### src/rtl/fetch_unit_pkg.sv
// rtl/fetch_unit_pkg.sv - shared fetch widths, boot address and FIFO entry type
package fetch_unit_pkg;

    localparam int ADDR_W     = 16;
    localparam int INST_W     = 32;
    localparam int FIFO_DEPTH = 4;

    localparam logic [ADDR_W-1:0] BOOT_PC = '0;

    // One buffered fetch: the word and the address it came from
    typedef struct packed {
        logic [ADDR_W-1:0] pc;
        logic [INST_W-1:0] data;
    } fetch_entry_t;

    // Sequential next word address, wrapping at the top of the address space
    function automatic logic [ADDR_W-1:0] pc_inc(input logic [ADDR_W-1:0] pc);
        return pc + ADDR_W'(1);
    endfunction

endpackage

### src/rtl/fetch_unit_if.sv
// rtl/fetch_unit_if.sv - instruction memory, redirect and decode handshake bundle
interface fetch_unit_if;
    import fetch_unit_pkg::*;

    logic              imem_req;
    logic [ADDR_W-1:0] imem_addr;
    logic [INST_W-1:0] imem_rdata;
    logic              redirect_valid;
    logic [ADDR_W-1:0] redirect_pc;
    logic              inst_valid;
    logic [INST_W-1:0] inst_data;
    logic [ADDR_W-1:0] inst_pc;
    logic              inst_ready;

    modport master (
        output imem_req, imem_addr, inst_valid, inst_data, inst_pc,
        input  imem_rdata, redirect_valid, redirect_pc, inst_ready
    );

    modport slave (
        input  imem_req, imem_addr, inst_valid, inst_data, inst_pc,
        output imem_rdata, redirect_valid, redirect_pc, inst_ready
    );

endinterface

### src/rtl/fetch_unit_sync_fifo.sv
// rtl/fetch_unit_sync_fifo.sv - prefetch FIFO with clear and registered head
module sync_fifo
    import fetch_unit_pkg::*;
#(
    parameter int DEPTH = FIFO_DEPTH
) (
    input  logic                         clk,
    input  logic                         rst_n,
    input  logic                         push,
    input  fetch_entry_t                 push_data,
    input  logic                         pop,
    input  logic                         clear,
    output logic [$clog2(DEPTH):0]       count,
    output logic                         empty,
    output fetch_entry_t                 head
);
    localparam int PTR_W = $clog2(DEPTH);
    localparam int CNT_W = PTR_W + 1;

    fetch_entry_t     mem_q [DEPTH];
    fetch_entry_t     mem_d [DEPTH];
    logic [PTR_W-1:0] wr_ptr_q, wr_ptr_d;
    logic [PTR_W-1:0] rd_ptr_q, rd_ptr_d;
    logic [CNT_W-1:0] count_q, count_d;
    logic             do_pop;

    // Pointer/count update; clear wins over any same-cycle push or pop
    always_comb begin
        mem_d    = mem_q;
        wr_ptr_d = wr_ptr_q;
        rd_ptr_d = rd_ptr_q;
        count_d  = count_q;
        do_pop   = pop && (count_q != '0);
        if (clear) begin
            wr_ptr_d = '0;
            rd_ptr_d = '0;
            count_d  = '0;
        end else begin
            if (push) begin
                mem_d[wr_ptr_q] = push_data;
                wr_ptr_d        = wr_ptr_q + PTR_W'(1);
            end
            if (do_pop) begin
                rd_ptr_d = rd_ptr_q + PTR_W'(1);
            end
            if (push && !do_pop) begin
                count_d = count_q + CNT_W'(1);
            end else if (!push && do_pop) begin
                count_d = count_q - CNT_W'(1);
            end
        end
    end

    // Storage and pointer registers
    always_ff @(posedge clk or negedge rst_n) begin
        if (!rst_n) begin
            for (int i = 0; i < DEPTH; i++) begin
                mem_q[i] <= '0;
            end
            wr_ptr_q <= '0;
            rd_ptr_q <= '0;
            count_q  <= '0;
        end else begin
            mem_q    <= mem_d;
            wr_ptr_q <= wr_ptr_d;
            rd_ptr_q <= rd_ptr_d;
            count_q  <= count_d;
        end
    end

    assign count = count_q;
    assign empty = (count_q == '0);
    assign head  = mem_q[rd_ptr_q];

endmodule

### src/rtl/fetch_unit.sv
// rtl/fetch_unit.sv - PC, credit-based instruction fetch and redirect flush
module fetch_unit
    import fetch_unit_pkg::*;
#(
    parameter int                DEPTH    = FIFO_DEPTH,
    parameter logic [ADDR_W-1:0] RESET_PC = BOOT_PC
) (
    input  logic         clk,
    input  logic         rst_n,
    fetch_unit_if.master bus
);
    localparam int CNT_W = $clog2(DEPTH) + 1;

    logic [ADDR_W-1:0] pc_q, pc_d;
    logic              inflight_q, inflight_d;
    logic [ADDR_W-1:0] resp_pc_q, resp_pc_d;
    logic              run_q, run_d;

    logic [CNT_W-1:0]  fifo_count;
    logic              fifo_empty;
    fetch_entry_t      fifo_head;
    fetch_entry_t      push_entry;

    logic [CNT_W:0]    occupancy;
    logic              credit_ok;
    logic              issue;
    logic [ADDR_W-1:0] fetch_addr;
    logic              push;
    logic              pop;

    // Issue/credit: buffered plus in-flight words never exceed FIFO depth,
    // except a redirect which always fetches because it also empties the FIFO.
    // run_q holds off the first request until one clock after reset release.
    always_comb begin
        occupancy  = {1'b0, fifo_count} + {{CNT_W{1'b0}}, inflight_q};
        credit_ok  = occupancy < (CNT_W+1)'(DEPTH);
        issue      = run_q && (credit_ok || bus.redirect_valid);
        fetch_addr = bus.redirect_valid ? bus.redirect_pc : pc_q;
        pc_d       = issue ? pc_inc(fetch_addr) : pc_q;
        inflight_d = issue;
        resp_pc_d  = issue ? fetch_addr : resp_pc_q;
        run_d      = 1'b1;
        push       = inflight_q && !bus.redirect_valid;
        pop        = !fifo_empty && bus.inst_ready && !bus.redirect_valid;
        push_entry = '{pc: resp_pc_q, data: bus.imem_rdata};
    end

    // PC and in-flight tracking registers
    always_ff @(posedge clk or negedge rst_n) begin
        if (!rst_n) begin
            pc_q       <= RESET_PC;
            inflight_q <= 1'b0;
            resp_pc_q  <= '0;
            run_q      <= 1'b0;
        end else begin
            pc_q       <= pc_d;
            inflight_q <= inflight_d;
            resp_pc_q  <= resp_pc_d;
            run_q      <= run_d;
        end
    end

    sync_fifo #(
        .DEPTH (DEPTH)
    ) u_fifo (
        .clk       (clk),
        .rst_n     (rst_n),
        .push      (push),
        .push_data (push_entry),
        .pop       (pop),
        .clear     (bus.redirect_valid),
        .count     (fifo_count),
        .empty     (fifo_empty),
        .head      (fifo_head)
    );

    assign bus.imem_req   = issue;
    assign bus.imem_addr  = fetch_addr;
    assign bus.inst_valid = !fifo_empty;
    assign bus.inst_data  = fifo_head.data;
    assign bus.inst_pc    = fifo_head.pc;

endmodule
### src/flat_wrapper.sv
// flat-port wrapper written by rule: the top's interface ports become plain ports
module fetch_unit_flat import fetch_unit_pkg::*;
#(
    parameter int                DEPTH    = FIFO_DEPTH,
    parameter logic [ADDR_W-1:0] RESET_PC = BOOT_PC
)
  (clk, rst_n, bus_imem_req, bus_imem_addr, bus_inst_valid, bus_inst_data, bus_inst_pc, bus_imem_rdata, bus_redirect_valid, bus_redirect_pc, bus_inst_ready);
  fetch_unit_if bus_i ();
  input  logic clk;
  input  logic rst_n;
  output wire logic [$bits(bus_i.imem_req)-1:0] bus_imem_req;
  output wire logic [$bits(bus_i.imem_addr)-1:0] bus_imem_addr;
  output wire logic [$bits(bus_i.inst_valid)-1:0] bus_inst_valid;
  output wire logic [$bits(bus_i.inst_data)-1:0] bus_inst_data;
  output wire logic [$bits(bus_i.inst_pc)-1:0] bus_inst_pc;
  input wire logic [$bits(bus_i.imem_rdata)-1:0] bus_imem_rdata;
  input wire logic [$bits(bus_i.redirect_valid)-1:0] bus_redirect_valid;
  input wire logic [$bits(bus_i.redirect_pc)-1:0] bus_redirect_pc;
  input wire logic [$bits(bus_i.inst_ready)-1:0] bus_inst_ready;
  assign bus_imem_req = bus_i.imem_req;
  assign bus_imem_addr = bus_i.imem_addr;
  assign bus_inst_valid = bus_i.inst_valid;
  assign bus_inst_data = bus_i.inst_data;
  assign bus_inst_pc = bus_i.inst_pc;
  assign bus_i.imem_rdata = bus_imem_rdata;
  assign bus_i.redirect_valid = bus_redirect_valid;
  assign bus_i.redirect_pc = bus_redirect_pc;
  assign bus_i.inst_ready = bus_inst_ready;
  fetch_unit #(.DEPTH(DEPTH), .RESET_PC(RESET_PC)) u_core (.clk(clk), .rst_n(rst_n), .bus(bus_i));
endmodule
### config.mk
export PLATFORM = sky130hd
export DESIGN_NAME = fetch_unit_flat
export DESIGN_NICKNAME = d
export VERILOG_FILES = /design/src/rtl/fetch_unit_pkg.sv /design/src/rtl/fetch_unit_if.sv /design/src/rtl/fetch_unit_sync_fifo.sv /design/src/rtl/fetch_unit.sv /design/src/flat_wrapper.sv
export SDC_FILE = /design/constraint.sdc
export NUM_CORES = 1
export LEC_CHECK = 0
export ABC_CLOCK_PERIOD_IN_PS = 3310
export BUFFER_PORTS_ARGS = -buffer_cell sky130_fd_sc_hd__buf_2
export CAP_MARGIN = 20
export CORE_AREA = 5 5 137 139
export DETAILED_ROUTE_END_ITERATION = 7
export DIE_AREA = 0 0 142 144
export HOLD_SLACK_MARGIN = 0.12
export PLACE_DENSITY = 0.84
export SYNTH_ARGS = -nofsm -noshare
export SYNTH_HDL_FRONTEND = slang
export SYNTH_HIERARCHICAL = 1
export SYNTH_SLANG_ARGS = --single-unit
### constraint.sdc
create_clock -name clk -period 3.31 [get_ports clk]
set_input_delay 0.4965 -clock clk [delete_from_list [all_inputs] [get_ports clk]]
set_output_delay 0.4965 -clock clk [all_outputs]
set_load 0.02 [all_outputs]
==> flow_summary.yaml, run 1 <==
outcome:
  status: "finished clean"
sta:
  relSlewSlack_pct: 39.3
  fin_crit_sh_pct: 81.3
  fmax_mhz: 372
  setup_viol: 0
  hold_viol_final: 0
  worst_slew_pin_slew_ps: 904
  period_needed_ps: 2690
  rsz0062_at_grt: "false"
  finalClockSkew_ps: 13.9
  maxSlewViolCount: 0
  finalSetupTns_ps: 0
power:
  seqPwrFrac_pct: 44.2
  p_int_mw: 6.24
  p_leak_nw: 5.88
  pwr-share-comb_pct: 24.6
  p_sw_share_pct: 28.8
  vdd_drop_max_mv: 0.420
  p_per_area_nw_per_um2: 708
  power_switching_mw: 2.52
  pwr-share-clk_pct: 31.2
floorplanning:
  core_um2: 17500
  fp.dieW_um: 142
  die_h_um: 144
  rows: 49
  start_util_pct: 60.9
  io_pins: 118
  dieArea_um2: 20400
cells_and_area:
  diodes: 0
  drive_gt1_share_pct: 50.2
  syn_to_final_growth_pct: 15.8
  nNetsFinal: 897
  stdcell_area_um2: 12400
detailed_routing:
  via_per_inst: 6.10
  wl_um: 23300
  antenna_left: 0
  drtIter0Drc: 445
  num_vias: 6600
  post_drt_wl_per_cell_um: 21.5
  drc: 0
  drt_first_pass_iters: 5
cts:
  cts_tree: "yes"
  clock_latency_ps: 500
  htree_levels: 1
  cts-root-buf: "clkbuf_16"
  cts.sinks: 233
  path_clk_slew_ps: 60
  cts_buffer_depth: 3
  cts_setup_buffers: 0
  cts_buffers: 25
logic_synthesis:
  yosys.area.top_type: "dfrtp_1"
  synthArstFlopShare_pct: 100
  ys_warn_count: 6
  ys_seq_area_share_pct: 54.6
  yosys-top-cells-area: "dfrtp_1, mux2_2, mux4_2"
  syn_nets: 777
  synthDistinctLibCells: 60
  avgSynthCellArea_um2: 14.9
  synth-edff-count: 0
  synthCells: 719
  synthesis.area_um2: 10700
  synth-main-ff-cell: "dfrtp_1"
  netlist.area_leader.share_pct: 54.6
  synth-seq-cells: 233
run:
  drv_cap: 0
global_routing:
  antenna_found_initial: 0
  grt_start_max_net_pins: 117
  grt_pass1_wl_um: 38300
  grt_usage_pct: 23.4
  grt_pass1_vias: 7323
  overflow: 0
placement:
  place_congestion: 0.852
  place_area_um2: 11600
  portBuffers: 117
  hpwl_um: 15800
critical_path:
  cp-start-kind: "register"
  cp_data_arrival_time_ps: 2190
  criticalPathCategory: "register to output port"
  crit_path_end_kind: "output port"
  r2r_setup_slack_ps: 780
  crit_path_max_fanout: 17
  worstPathRequired_ps: 2810
worst_hold_path:
  worstHoldPathType: "input port to register"
-- cell usage in the layout, fill, tap and decap left out, drive strengths merged, types with 4 or more instances in the layout --
cell type,Yosys,layout
o31ai,5,5
ha,5,5
nand3,7,7
clkbuf,8,37
a21o,5,5
mux2,195,195
o211ai,4,4
o21a,4,4
inv,22,22
mux4,48,48
dfrtp,233,233
a211oi,5,5
o21ai,16,16
nand2,33,33
nor2,17,17
buf,35,135
mux2i,14,14
or4,5,5
xnor2,7,7
-- path summary, 6_finish.rpt --
check / start / end / cells after the start
max: u_core/u_fifo/rd_ptr_q[0] / bus_inst_data[17] / 3
min: bus_imem_rdata[30] / u_core/u_fifo/mem_q[126] / 2
max reg2reg: u_core/u_fifo/count[0] / u_core/u_fifo/count[1] / 9
min reg2reg: u_core/u_fifo/mem_q[61] / u_core/u_fifo/mem_q[61] / 1
max in group asynchronous: rst_n / u_core/u_fifo/mem_q[116] / 3
min in group asynchronous: rst_n / u_core/u_fifo/mem_q[108] / 2
-- power groups by stage --
| stage | logic, mW | clock network [mW] | registers (mW) |
|---|---|---|---|
| detailed placement | 2.16 | 0 | 3.92 |
| global placement | 2.08 | 0 | 3.83 |
| CTS | 2.17 | 2.78 | 3.87 |
| floorplan | 1.55 | 0 | 3.76 |
| finish | 2.15 | 2.73 | 3.87 |
| global route | 2.32 | 2.90 | 3.94 |
-- sequential cells by signal, indices dropped and copies added (netlist names) --
signal / cells
u_core/u_fifo/count: 3
u_core/inflight_q: 1
u_core/u_fifo/rd_ptr_q: 2
u_core/resp_pc_q: 16
u_core/run_q: 1
u_core/u_fifo/mem_q: 192
u_core/pc_q: 16
u_core/u_fifo/wr_ptr_q: 2
-- logic make-up after synthesis --
family                     synth area share [%]
AOI/OAI and AO/OA                          4.32
other                                    0.0351
and+or+nand+nor                            4.19
adders and majority gates                 0.773
buffers and inverters                      3.33
xor gates and xnor gates                  0.738
muxes                                      32.0
DFF                                        54.6
-- layout make-up --
cell class / count / area, um2
Multi-Input combinational cell: 421 / 4510
Clock inverter: 4 / 95.1
Timing Repair Buffer: 136 / 853
Tap cell: 229 / 287
Sequential cell: 233 / 5840
Inverter: 22 / 82.6
Fill cell: 1154 / 5160
Clock buffer: 37 / 711
-- synth_stat cells (6+ instances only) --
cell        n
clkbuf_1    7
buf_2      17
o21ai_0    14
inv_1      22
mux2_2    195
xnor2_1     7
buf_6       9
nand3_1     6
mux2i_1    13
mux4_2     48
nor2_1     17
nand2_1    33
dfrtp_1   233
-- metrics by stage --
stage	std cells	worst slack (ps)	util, %	hold WS (ps)	power [mW]
finish	1082	619	70.6	274	8.76
CTS	1082	559	70.6	257	8.83
detailed placement	1040	534	65.9	483	6.08
global placement	1040	685	65.9	463	5.91
global route	1082	478	70.6	268	9.17
floorplan	719	909	-	201	5.30
-- repair_timing --
| item | 4_1_cts | 5_1_grt |
|---|---|---|
| resized for setup | 0 | 0 |
| hold buffers | 1 | 0 |
| endpoints found under the hold margin | 46 | 0 |
-- layer usage --
| metal | vias up | global-route usage, % | share of wire, % |
|---|---|---|---|
| li1 | 2905 | - | - |
| met1 | 3442 | 30.6 | 40 |
| met2 | 215 | 42.1 | 53 |
| met3 | 38 | 3.17 | 4.9 |
| met4 | 0 | 5.30 | 1.4 |
| met5 | - | 0 | 0 |
-- critical path: stages (launching register included) --
cell,delay [ps]
dfrtp_4,550
buf_4,380
mux4_2,570
buf_2,180
Power figures use the tool's default switching activity.
==> run 2, diff against run 1 <==
- ABC_AREA: default -> 1
- ABC_CLOCK_PERIOD_IN_PS: 3310 -> 2700
- CORE_AREA: 5 5 137 139 -> 5 5 142 144
- DIE_AREA: 0 0 142 144 -> 0 0 147 149
- PLACE_DENSITY: 0.84 -> 0.8
- clock period: 3.31 -> 2.7 ns (I/O delays scaled with it)
==> flow_summary.yaml, run 2 <==
outcome:
  status: "finished clean"
placement:
  place_congestion: 0.841
  portBuffers: 117
  place_ws_ps: 581
  hpwl_um: 16000
critical_path:
  path_delay_family: "buffers and inverters"
  worstPathRequired_ps: 2300
  cp_cell_sequence: "inv_2 > buf_4 > o21ai_0 > o22ai_1 > buf_2"
  crit_slowest_cell: "dfrtp_2"
  crit_path_end_kind: "output port"
  max_stage_delay_ps: 430
  cp_data_arrival_time_ps: 2120
  criticalPathCategory: "register to output port"
  cp-start-kind: "register"
  worst-path-buf-inv: 3
  crit_path_max_fanout: 22
logic_synthesis:
  ys_seq_area_share_pct: 53.9
  yosys.area.top_type: "dfrtp_1"
  synth-edff-count: 0
  avgSynthCellArea_um2: 8.49
  synthCells: 1274
  yosys-top-cells-area: "dfrtp_1, nand2_1, o21ai_1"
  ys_warn_count: 6
  syn_nets: 1332
  netlist.area_leader.share_pct: 53.9
  synthesis.area_um2: 10800
  synthArstFlopShare_pct: 100
  synthDistinctLibCells: 36
  synthTopCellsByCount: "nand2_1, dfrtp_1, o21ai_1"
  synth.most_common_cell: "nand2_1"
  synth-seq-cells: 233
  synth-main-ff-cell: "dfrtp_1"
sta:
  maxSlewViolCount: 0
  rsz0062_at_grt: "false"
  period_needed_ps: 2520
  hold_viol_final: 0
  fmax_mhz: 396
  worst_slew_pin_slew_ps: 654
  worst_slack_ps: 178
  relSlewSlack_pct: 56.4
  fin_crit_sh_pct: 93.4
  finalSetupTns_ps: 0
  setup_viol: 0
  finalClockSkew_ps: 9.82
power:
  vdd_drop_max_mv: 0.644
  p_per_area_nw_per_um2: 936
  p_leak_nw: 6.29
cells_and_area:
  regMostFlops: "u_core/u_fifo/mem_q"
  layout_commonest_cell: "nand2_1"
  syn_to_final_growth_pct: 13.5
  largest_reg_flops: 192
  largestRegisters: "u_core/u_fifo/mem_q (192), u_core/pc_q (16), u_core/resp_pc_q (16)"
  drive_gt1_share_pct: 16.2
  final_cell_mix: "nand2_1, dfrtp_1, o21ai_1"
  nNetsFinal: 1419
  diodes: 0
floorplanning:
  io_pins: 118
  rows: 50
  die_h_um: 149
  core_um2: 18600
  dieArea_um2: 21900
  start_util_pct: 58.2
  fp.dieW_um: 147
detailed_routing:
  num_vias: 8988
  drc: 0
  drtIter0Drc: 826
  drt_first_pass_iters: 5
  wl_um: 25800
  via_per_inst: 5.58
  post_drt_wl_per_cell_um: 16.0
  antenna_left: 0
global_routing:
  grt.busiest_layer: "met2"
  grtUsageMet2_pct: 39.8
  grt_use_met1_pct: 32.3
  grt_start_max_net_pins: 98
  antenna_found_initial: 0
  overflow: 0
  grt_pass1_vias: 8581
  grt_usage_pct: 23.4
  grt_pass1_wl_um: 42900
  use_met3_pct: 3.04
worst_hold_path:
  worstHoldPathType: "input port to register"
cts:
  path_clk_slew_ps: 60
  cts.sinks: 233
  cts_tree: "yes"
  cts-root-buf: "clkbuf_16"
  cts_setup_buffers: 0
  cts_buffer_depth: 3
  post_cts_resized: 0
  clock_latency_ps: 510
  cts_buffers: 24
  htree_levels: 1
run:
  drv_cap: 0
[run 2: final timing paths]
| check | start | end | slack [ps] | cells after the start |
|---|---|---|---|---|
| max | u_core/u_fifo/rd_ptr_q[0] | bus_inst_data[29] | 180 | 5 |
| min | bus_imem_rdata[12] | u_core/u_fifo/mem_q[108] | 200 | 3 |
| max reg2reg | u_core/u_fifo/count[0] | u_core/u_fifo/count[2] | 550 | 14 |
| min reg2reg | u_core/u_fifo/mem_q[95] | u_core/u_fifo/mem_q[95] | 480 | 2 |
| max in group asynchronous | rst_n | u_core/u_fifo/mem_q[166] | 1460 | 3 |
| min in group asynchronous | rst_n | u_core/u_fifo/mem_q[20] | 510 | 2 |
[run 2: through the flow]
stage | power, mW | area, um2 | utilization [%] | hold WS, ps | cells
after floorplan | 7.08 | 10800 | - | 109 | 1274
after global routing | 12.2 | 12300 | 66.0 | 206 | 1612
after global placement | 8.07 | 11500 | 61.6 | 461 | 1568
after CTS | 11.6 | 12300 | 66.0 | 184 | 1612
after detailed placement | 8.20 | 11500 | 61.6 | 460 | 1568
final | 11.5 | 12300 | 66.0 | 197 | 1612
[run 2: cells by family after synthesis]
| group | after synthesis | share of synthesized area (%) |
|---|---|---|
| xor gates and xnor gates | 2 | 0.162 |
| and+or+nand+nor | 484 | 18.7 |
| adders and majority gates | 6 | 0.764 |
| other | 1 | 0.0347 |
| AOI/OAI and AO/OA | 361 | 17.8 |
| DFF | 233 | 53.9 |
| buffers and inverters | 187 | 8.66 |
[run 2: worst reg2reg max path: cells and delay by family, from the launching register on]
family / cells / cell delay, ps
xor gates and xnor gates: 1 / 200
adders and majority gates: 1 / 380
DFF: 1 / 400
and+or+nand+nor: 9 / 880
buffers and inverters: 3 / 180
[run 2: power by group]
| part | switching (mW) | internal [mW] |
|---|---|---|
| Clock | 1.34 | 1.98 |
| Combinational | 2.18 | 1.15 |
| Sequential | 0.470 | 4.36 |
[run 2: layout make-up]
type                       count  area, um2
sequential                   233       5830
timing repair buffer         141        891
fill                        1466       6310
clock buffer                  32        682
tap                          234        293
multi-input combinational    854       4040
inverter                     107        403
clock inverter                11        121
[run 2: timing repair]
item                       4_1_cts  5_1_grt
setup endpoints to repair        0        0
hold buffers                     1        0
hold endpoints to repair        76        0
[run 2: metal layers]
metal / vias up / routed length (um) / share of wire [%]
li1: 4346 / - / -
met1: 4306 / 11200 / 43
met2: 295 / 12500 / 48
met3: 41 / 1580 / 6.1
met4: 0 / 505 / 2.0
met5: - / 0 / 0
==> run 3, diff against run 2 <==
- CELL_PAD_IN_SITES_DETAIL_PLACEMENT: default -> 1
- CELL_PAD_IN_SITES_GLOBAL_PLACEMENT: default -> 2
- CORE_AREA: 5 5 142 144 -> 5 5 180 182
- DIE_AREA: 0 0 147 149 -> 0 0 185 187
==> flow_summary.yaml, run 3 (synthesized netlist as in run 2, its figures left out) <==
outcome:
  status: "finished clean"
run:
  drv_cap: 0
power:
  total_power_mw: 11.7
  p_leak_nw: 6.31
  vdd_drop_max_mv: 0.567
  p_per_area_nw_per_um2: 932
cells_and_area:
  syn_to_final_growth_pct: 15.9
  nNetsFinal: 1428
  regMostFlops: "u_core/u_fifo/mem_q"
  diodes: 0
  drive_gt1_share_pct: 16.6
  layoutNonFillerInstCount: 1779
  largest_reg_flops: 192
  layout_commonest_cell: "nand2_1"
  n_fill_cell: 3661
  final_cell_mix: "nand2_1, dfrtp_1, o21ai_1"
  utilization_pct: 41.2
  largestRegisters: "u_core/u_fifo/mem_q (192), u_core/pc_q (16), u_core/resp_pc_q (16)"
cts:
  path_clk_slew_ps: 60
  cts-root-buf: "clkbuf_16"
  cts_tree: "yes"
  post_cts_resized: 0
  cts_buffers: 27
  cts.sinks: 233
  cts_buffer_depth: 3
  clock_latency_ps: 530
  htree_levels: 1
critical_path:
  timing.rr.start: "u_core/u_fifo/count[0]"
  reg2reg_to: "u_core/u_fifo/count[2]"
  cp-start-kind: "register"
  r2r_setup_slack_ps: 390
  crit_path_max_fanout: 38
  worstPathRequired_ps: 2300
  worstRegToRegCells: 14
  criticalPathCategory: "register to output port"
  crit_path_end_kind: "output port"
  cp_data_arrival_time_ps: 2180
global_routing:
  grt_start_max_net_pins: 98
  overflow: 0
  grt_usage_pct: 17.6
  grt_pass1_wl_um: 50700
  antenna_found_initial: 0
  grt_pass1_vias: 9630
placement:
  portBuffers: 117
  hpwl_um: 19100
  numPlacedInstances: 1736
  place_congestion: 0.743
floorplanning:
  dieArea_um2: 34600
  fp.dieW_um: 185
  start_util_pct: 35.5
  rows: 64
  die_h_um: 187
  core_um2: 30400
  io_pins: 118
detailed_routing:
  post_drt_wl_per_cell_um: 16.9
  wl_um: 30100
  drt_first_pass_iters: 4
  drc: 0
  antenna_left: 0
  drtIter0Drc: 444
  via_per_inst: 5.03
  num_vias: 8948
worst_hold_path:
  hold_path.startpoint: "bus_imem_rdata[26]"
  holdPathEnd: "u_core/u_fifo/mem_q[74]"
  worstHoldPathType: "input port to register"
  holdPathStages: 3
sta:
  relSlewSlack_pct: 55.5
  hold_viol_final: 0
  finalClockSkew_ps: 16.4
  period_needed_ps: 2580
  maxSlewViolCount: 0
  finalSetupTns_ps: 0
  rsz0062_at_grt: "false"
  fmax_mhz: 387
  setup_viol: 0
  worst_slew_pin_slew_ps: 667
  fin_crit_sh_pct: 95.6
-- run 3: cell types whose count changed in the layout (fill, tap and decap cells not counted), sizes merged --
cell / delta
clkinv: -4
bufinv: -1
buf: +6
clkinvlp: -1
clkbuf: +5
-- run 3: layer usage --
| layer | global-route usage, % | routed length, um | up-vias |
|---|---|---|---|
| met3 | 2.02 | 975 | 38 |
| met2 | 30.2 | 14600 | 122 |
| met1 | 24.1 | 13900 | 4441 |
| li1 | - | - | 4347 |
| met5 | 0 | 0 | - |
| met4 | 3.53 | 516 | 0 |
-- run 3: worst max-delay path by stage --
stage	startpoint	to
floorplan	u_core/u_fifo/count[2]	u_core/u_fifo/count[2]
global placement	u_core/u_fifo/count[0]	u_core/u_fifo/count[2]
detailed placement	u_core/u_fifo/count[0]	u_core/u_fifo/count[2]
CTS	u_core/u_fifo/rd_ptr_q[0]	bus_inst_pc[13]
global route	u_core/u_fifo/rd_ptr_q[0]	bus_inst_pc[13]
finish	u_core/u_fifo/rd_ptr_q[0]	bus_inst_pc[13]
-- run 3: where the power goes --
part           internal (mW)  switching (mW)  total, mW
Combinational           1.14            2.23       3.37
Sequential              4.36           0.461       4.82
Clock                   2.06            1.41       3.48
Total                   7.57            4.10       11.7
-- run 3: cell type report --
cell class              instances  area [um2]  share of cell area [%]
clock inverters                 5        53.8                   0.430
inverters                     107         403                    3.22
well taps                     396         495                    3.96
repair buffers                147         923                    7.37
flip-flops and latches        233        5830                    46.6
clock buffers                  37         773                    6.17
multi-input cells             854        4040                    32.3
-- run 3: through the flow --
| step | setup slack (ps) | instance area, um2 | hold WS [ps] |
|---|---|---|---|
| after global placement | 445 | 11700 | 445 |
| after detailed placement | 389 | 11700 | 457 |
| after global routing | 7.09 | 12500 | 170 |
| after CTS | 84.3 | 12500 | 152 |
| after floorplan | 643 | 10800 | 109 |
| final | 118 | 12500 | 170 |
-- run 3: critical path, cell delays in order (launching register included) --
cell and delay (ps):
dfrtp_2 430, inv_2 100, buf_4 400, o21ai_0 160
o22ai_1 310, buf_2 240
-- run 3: repair_timing --
| item | 4_1_cts | 5_1_grt |
|---|---|---|
| setup buffers | 0 | 0 |
| hold buffers | 1 | 0 |
| hold endpoints to repair | 73 | 0 |
